**src/rtl/or_accum_16.sv**
```systemverilog
// Frame-based OR reduction over a valid/ready word stream, folding through or_16.
// Optional population-count output enabled by defining OR_ACCUM_POPCNT_EN.

module or_16 (
  input  logic [15:0] a,
  input  logic [15:0] b,
  output logic [15:0] y
);
  assign y = a | b;
endmodule

module or_accum_16 #(
  parameter int unsigned MAX_WORDS = 8
) (
  input  logic        clk,
  input  logic        rst,
  input  logic        in_valid,
  output logic        in_ready,
  input  logic [15:0] in_data,
  input  logic        in_last,
  output logic        out_valid,
  input  logic        out_ready,
  output logic [15:0] out_data,
  output logic [7:0]  out_count
`ifdef OR_ACCUM_POPCNT_EN
  ,
  output logic [4:0]  out_ones
`endif
);

  localparam logic [7:0] MAX_W8 = 8'(MAX_WORDS);

  typedef enum logic [1:0] {
    IDLE  = 2'd0,
    ACCUM = 2'd1,
    DONE  = 2'd2
  } state_t;

  state_t      state;
  logic [15:0] acc;
  logic [15:0] acc_next;
  logic [7:0]  cnt;
  logic [7:0]  cnt_inc;
  logic        in_ready_q;
  logic        out_valid_q;
  logic        accept;
  logic        closing;

  or_16 u_or (
    .a (acc),
    .b (in_data),
    .y (acc_next)
  );

  // cnt is 0 in IDLE, so this one compare also covers MAX_WORDS==1 there;
  // in_last on the final word just coincides with the same close.
  assign cnt_inc = cnt + 8'd1;
  assign accept  = in_valid && in_ready_q;
  assign closing = in_last || (cnt_inc == MAX_W8);

  assign in_ready  = in_ready_q;
  assign out_valid = out_valid_q;
  assign out_data  = out_valid_q ? acc : '0;
  assign out_count = out_valid_q ? cnt : '0;

`ifdef OR_ACCUM_POPCNT_EN
  logic [4:0] ones_q;

  function automatic logic [4:0] popcnt16(input logic [15:0] v);
    logic [4:0] n;
    n = '0;
    for (int unsigned i = 0; i < 16; i++) begin
      n = n + 5'(v[i]);
    end
    return n;
  endfunction

  assign out_ones = ones_q;
`endif

  always_ff @(posedge clk or posedge rst) begin
    if (rst) begin
      state       <= IDLE;
      acc         <= '0;
      cnt         <= '0;
      in_ready_q  <= 1'b1;
      out_valid_q <= 1'b0;
`ifdef OR_ACCUM_POPCNT_EN
      ones_q      <= '0;
`endif
    end else begin
      case (state)
        IDLE, ACCUM: begin
          if (accept) begin
            acc <= acc_next;
            cnt <= cnt_inc;
            if (closing) begin
              state       <= DONE;
              in_ready_q  <= 1'b0;
              out_valid_q <= 1'b1;
`ifdef OR_ACCUM_POPCNT_EN
              ones_q      <= popcnt16(acc_next);
`endif
            end else begin
              state <= ACCUM;
            end
          end
        end
        DONE: begin
          if (out_ready) begin
            state       <= IDLE;
            acc         <= '0;
            cnt         <= '0;
            in_ready_q  <= 1'b1;
            out_valid_q <= 1'b0;
`ifdef OR_ACCUM_POPCNT_EN
            ones_q      <= '0;
`endif
          end
        end
        default: begin
          state       <= IDLE;
          acc         <= '0;
          cnt         <= '0;
          in_ready_q  <= 1'b1;
          out_valid_q <= 1'b0;
`ifdef OR_ACCUM_POPCNT_EN
          ones_q      <= '0;
`endif
        end
      endcase
    end
  end

endmodule

```
**config.mk**
```make
export PLATFORM = sky130hd
export DESIGN_NAME = or_accum_16
export DESIGN_NICKNAME = d
export VERILOG_FILES = /design/src/rtl/or_accum_16.sv
export SDC_FILE = /design/constraint.sdc
export NUM_CORES = 1
export LEC_CHECK = 0
export CELL_PAD_IN_SITES_DETAIL_PLACEMENT = 0
export CELL_PAD_IN_SITES_GLOBAL_PLACEMENT = 2
export CORE_MARGIN = 5
export CORE_UTILIZATION = 26
export CTS_BUF_LIST = sky130_fd_sc_hd__clkbuf_16
export DETAILED_ROUTE_END_ITERATION = 8
export GPL_ROUTABILITY_DRIVEN = 0
export HOLD_SLACK_MARGIN = 0.1
export MAX_ROUTING_LAYER = met4
export PLACE_DENSITY = 0.89
export SETUP_SLACK_MARGIN = 0.1
export SYNTH_ARGS = -nofsm -noshare
export SYNTH_HDL_FRONTEND = slang
export SYNTH_SLANG_ARGS = --single-unit
export TNS_END_PERCENT = 50
```
**constraint.sdc**
```tcl
create_clock -name clk -period 2.45 [get_ports clk]
set_clock_uncertainty 0.2 [all_clocks]
set_input_delay 0.245 -clock clk [delete_from_list [all_inputs] [get_ports clk]]
set_output_delay 0.245 -clock clk [all_outputs]
set_load 0.01 [all_outputs]
```
# After elaboration in Yosys (flattened, before gate mapping)
# Index checks and enable logic that the tools add are counted.
word_totals:
  register_bits: 28
  out_inout_bits: 26
  wordCells: 39
classes:
  addsub: 1
  reduce_logical: 6
  bitwise_logic: 1
  mux: 20
  n_eq_ne: 6
op_table:
  columns: ["operator", "n"]
  rows:
  - ["2-to-1 mux 16 bit", 3]
  - ["one-hot mux 16 bit (2 select lines)", 1]
  - ["2-to-1 mux 8 bit", 3]
  - ["bitwise OR 16 bit", 1]
  - ["one-hot mux 8 bit (2 select lines)", 1]
  - ["adder 8 x 1 -> 8 bit (second input constant)", 1]
  - ["equality test 8 x 4 -> 1 bit (second input constant)", 1]
  - ["2-to-1 mux 1 bit", 6]
  - ["2-to-1 mux 2 bit", 3]
  - ["inequality test 2 bit (second input constant)", 3]
  - ["one-hot mux 1 bit (2 select lines)", 2]
  - ["one-hot mux 2 bit (2 select lines)", 1]
  - ["AND reduction 3 bit", 1]
  - ["equality test 2 x 1 -> 1 bit (second input constant)", 1]
  - ["equality test 2 bit (second input constant)", 1]
  - ["zero test 2 bit", 1]
  - ["AND reduction 2 bit", 1]
  - ["OR reduction 2 bit", 1]
  - ["logical AND 1 bit", 1]
  - ["logical OR 1 bit", 1]

# Longest topological paths before layout
depth:
  depth_word: 6
  mapped_depth: 5
  mapped_depth_nobuf: 5

# By module
# A second synthesis with hierarchy kept.
hier_totals:
  hier_cells: 148
  area_unflattened_um2: 1466.4
by_module_without_submodules:
  columns: ["mod", "cells_each", "instances", "area_each_um2"]
  rows:
  - ["or_accum_16", 132, 1, 1366.3]
  - ["or_16", 16, 1, 100.1]

# Worst setup path after synthesis
# Ideal clock, no wire load.
synth_path:
  kind: "flip-flop to flip-flop"
  from: "register cnt[0]"
  to: "register out_valid_q (netlist: out_valid)"
  setup_ns: 0.066
  arrival_time_ns: 1.578
  path_buffers: 0
  slack_ns: 0.606
  stages_incl_launch_ff: 6
  required_ns: 2.184
  path_cell_list: "dfrtp_1 -> ha_1 -> nor3_1 -> o2111ai_2 -> a2111oi_4 -> a221o_1"
synth_via:
  elab_chain_len: 5
synth_lines:
  columns: ["item", "line_no", "rtl"]
  rows:
  - ["start: declaration", "42", "logic [7:0] cnt;"]
  - ["start signal: assignment", "96", "cnt <= cnt_inc;"]
  - ["adder 8 x 1 -> 8 bit", "57", "assign cnt_inc = cnt + 8'd1;"]
  - ["equality test 8 x 4 -> 1 bit", "59", "assign closing = in_last || (cnt_inc == MAX_W8);"]
  - ["logical OR 1 bit", "59", null]
  - ["inequality test 2 bit (no line)", null, null]
  - ["AND reduction 3 bit (no line)", null, null]
  - ["end signal: assignment", "87", "out_valid_q <= 1'b0;"]
  - ["end signal: assignment", "100", "out_valid_q <= 1'b1;"]
  - ["end signal: assignment", "115", "out_valid_q <= 1'b0;"]
  - ["end: declaration", "45", "logic out_valid_q;"]
# Every way passes these cells.
# A chain may end at the register's enable or synchronous reset.

# Worst setup path in the final report
layout_path:
  from: "register out_valid_q (netlist: out_valid)"
  to: "output out_count[1]"
layout_via:
  elab_chain_len: 1
layout_lines:
  columns: ["item", "line_no", "rtl"]
  rows:
  - ["2-to-1 mux 8 bit", "64", "assign out_count = out_valid_q ? cnt : '0;"]
  - ["end: declaration", "24", "output logic [7:0] out_count"]
# Every way passes these cells.

==> flow_summary.yaml <==
status:
  status: "completed"
routing:
  remaining_drc_errors: 0
  avgViaCountPerCell: 4.517
  vias: 1206
  wl_mm: 3.512
  detail-route-antenna-nets: 0
  dr.first_iter.drc_count: 63
  wl_per_cell_um: 13.15
  first_pass_iters: 4
power:
  p_comb_share_pct: 5.1
  p_sw_uw: 170.9
  power_frac_seq_pct: 52.4
  power.leakage_uw: 0.0008753
  max-vdd-ir-drop_mv: 0.3445
  clkPwrFrac_pct: 42.5
  power.internal_uw: 709.9
  switching_share_pct: 19.40
  cellPowerDensity_nw_per_um2: 434.6
cts:
  clk_pin_slew_ns: 0.07
  cts_buffer_depth: 2
  cts_tree: "done"
  htree_levels: 1
  hold_buffers: 0
  cts-root-buf: "clkbuf_16"
  cts_num_sinks: 28
  clk_latency_ns: 0.26
  cts_made_buffers: 3
sta:
  grt_setup_unrepaired: "no"
  period_share_pct: 83.11
  setup_viol: 0
  setup_slack_ns: 0.4139
  max_freq_ghz: 0.4911
  slew_viol_final: 0
  fin_crit_ns: 2.036
  max_slew_margin_pct: 77.03
  setup-tns-final_ns: 0
  max_slew.worst_pin.slew_ns: 0.3349
  finalHoldViolCount: 0
place:
  port_buffers: 46
  placed_cell_area_um2: 1947
  post-place-ws_ns: 0.4148
  dp.final_hpwl_mm: 2.495
  dp_cells: 263
yosys:
  yosys_most_used_dff: "dfrtp_1"
  syn_inst: 150
  synth_common_cells: "dfrtp_1 (27), and2_1 (23), nor2_1 (20)"
  yosysMostFrequentCell: "dfrtp_1"
  synth_area_leaders: "dfrtp_1 (48%), and2_1 (10%), a21oi_1 (6.4%), nor2_1 (5.4%), o21ai_0 (3.9%)"
  yosys.area.top_type_share_pct: 48.26
  ys_ff_latch: 28
  ys_seq_area_share_pct: 50.13
  synth_edf_count: 0
  synthArstFlopShare_pct: 100.0
  yosysTopAreaCell: "dfrtp_1"
  yosys_warnings: 0
  netlist_area_um2: 1400
  syn-num-nets: 172
  synth.avg_cell_area_um2: 9.334
  synth.distinct_cells: 32
floorplan:
  num_io_pins: 47
  core_area_um2: 5172
  die-width_um: 83.38
  die_h_um: 83.38
  die_area_um2: 6952
  start_util_pct: 27.07
  rows: 26
grt:
  grt_max_degree: 29
  grt-ovfl-total: 0
  antenna_found_initial: 0
  grt_first_pass_wirelength_mm: 5.961
  gr-usage-all-layers_pct: 10.55
  grt_pass1_vias: 1227
cells_and_area:
  layout-drive-gt1-share_pct: 8.122
  fin_nets: 220
  finalCoreUtilization_pct: 39.19
  final_cells: 267
  final_area_um2: 2027
  diodes: 0
  area_delta_synth_final_pct: 44.77
setup_path:
  endpoint_kind: "output port"
  crit_arrival_ns: 1.59
  start_kind: "register"
  worstPathRequired_ns: 2.01
  crit_fanout: 26
  max_stage_delay_ns: 0.59
  critPathBufInv: 1
  criticalPathCategory: "reg2out"
  crit_path_cell_trace: "and2_1, clkdlybuf4s50_1"
  critPathSlowestCell: "dfrtp_2"
  crit_family: "flip-flops"
  ff2ff_setup_slack_ns: 0.43
min_path:
  hold_class: "in2async"
flow_run:
  cap_violations: 0
worst reg2reg max path, stage by stage (launching register included):
cell,delay [ns]
dfrtp_1,0.45
ha_1,0.29
nor3_1,0.23
o2111ai_2,0.17
a2111oi_4,0.45
a221o_1,0.16
state kept, by name, indices dropped and copies added, names as in the netlist:
register   count
acc           16
state          2
in_ready       1
cnt            8
out_valid      1
cells in the final DEF, fill, tap and decap left out, drive strengths merged, types with 3 or more instances in the layout:
master / Yosys / final
clkdlybuf4s50: 0 / 46
and3: 3 / 3
nor3: 3 / 3
and2: 25 / 25
buf: 2 / 3
o21ai: 13 / 13
a21oi: 18 / 18
nand3: 4 / 4
dfrtp: 27 / 27
clkbuf: 4 / 3
nand2: 12 / 12
nor2: 21 / 21
area by class of cell:
cell class              count  area (um2)
clock buffers               3       75.07
clock inverters             1       3.754
fillers                   529        3146
inverters                   1       3.754
multi-input cells         115       670.6
flip-flops and latches     28       703.2
well taps                  70       87.58
repair buffers             49       483.0
timing repair:
action,in CTS,in global routing
resized for setup,0,1
setup endpoints to repair,0,24
buffers inserted,0,0
cells by family (layout without fill, tap and decap cells):
family | count (synthesis) | in the layout | share of synthesized area, %
and+or+nand+nor | 72 | 72 | 27.08
xor gates and xnor gates | 3 | 3 | 1.877
buffers and inverters | 7 | 54 | 1.965
muxes | 1 | 1 | 0.7150
AOI/OAI and AO/OA | 38 | 38 | 17.34
DFF | 28 | 28 | 50.13
adders and majority gates | 1 | 1 | 0.8935
per-layer routing:
metal  GRT usage (%)  vias up  part of all wire [%]
li1                -      612                     -
met1           14.34      559                    51
met2           16.18       33                    44
met3           1.386        2                   3.7
met4           3.566        0                   1.1
met5               -        -                     0
path summary, 6_finish.rpt:
kind,endpoint,depth (start not counted),from
hold / removal,acc[12]$_DFFE_PP0P_,3,rst
setup reg to reg,out_valid$_DFFE_PP0P_,5,cnt[0]$_DFFE_PP0P_
hold reg to reg,acc[0]$_DFFE_PP0P_,2,acc[0]$_DFFE_PP0P_
max in group asynchronous,in_ready$_DFFE_PP1P_,3,rst
min in group clk,acc[0]$_DFFE_PP0P_,2,acc[0]$_DFFE_PP0P_
setup / recovery,out_count[1],2,out_valid$_DFFE_PP0P_
stage by stage:
| stage | total power, uW | hold slack [ns] |
|---|---|---|
| final | 880.9 | 0.1460 |
| after global routing | 908.2 | 0.2008 |
| after CTS | 892.0 | 0.1686 |
| after detailed placement | 517.0 | 0.2729 |
| after global placement | 516.5 | 0.2662 |
| after floorplan | 478.6 | 0.1097 |
power groups by stage:
| stage | clock network, uW | logic, uW | registers [uW] |
|---|---|---|---|
| after global routing | 397 | 49.2 | 462 |
| after CTS | 384 | 46.2 | 462 |
| after global placement | 0 | 45.6 | 471 |
| final | 374 | 44.7 | 462 |
| after floorplan | 0 | 7.66 | 471 |
| after detailed placement | 0 | 46.1 | 471 |
Note: power is estimated with default switching activity, not from simulation.
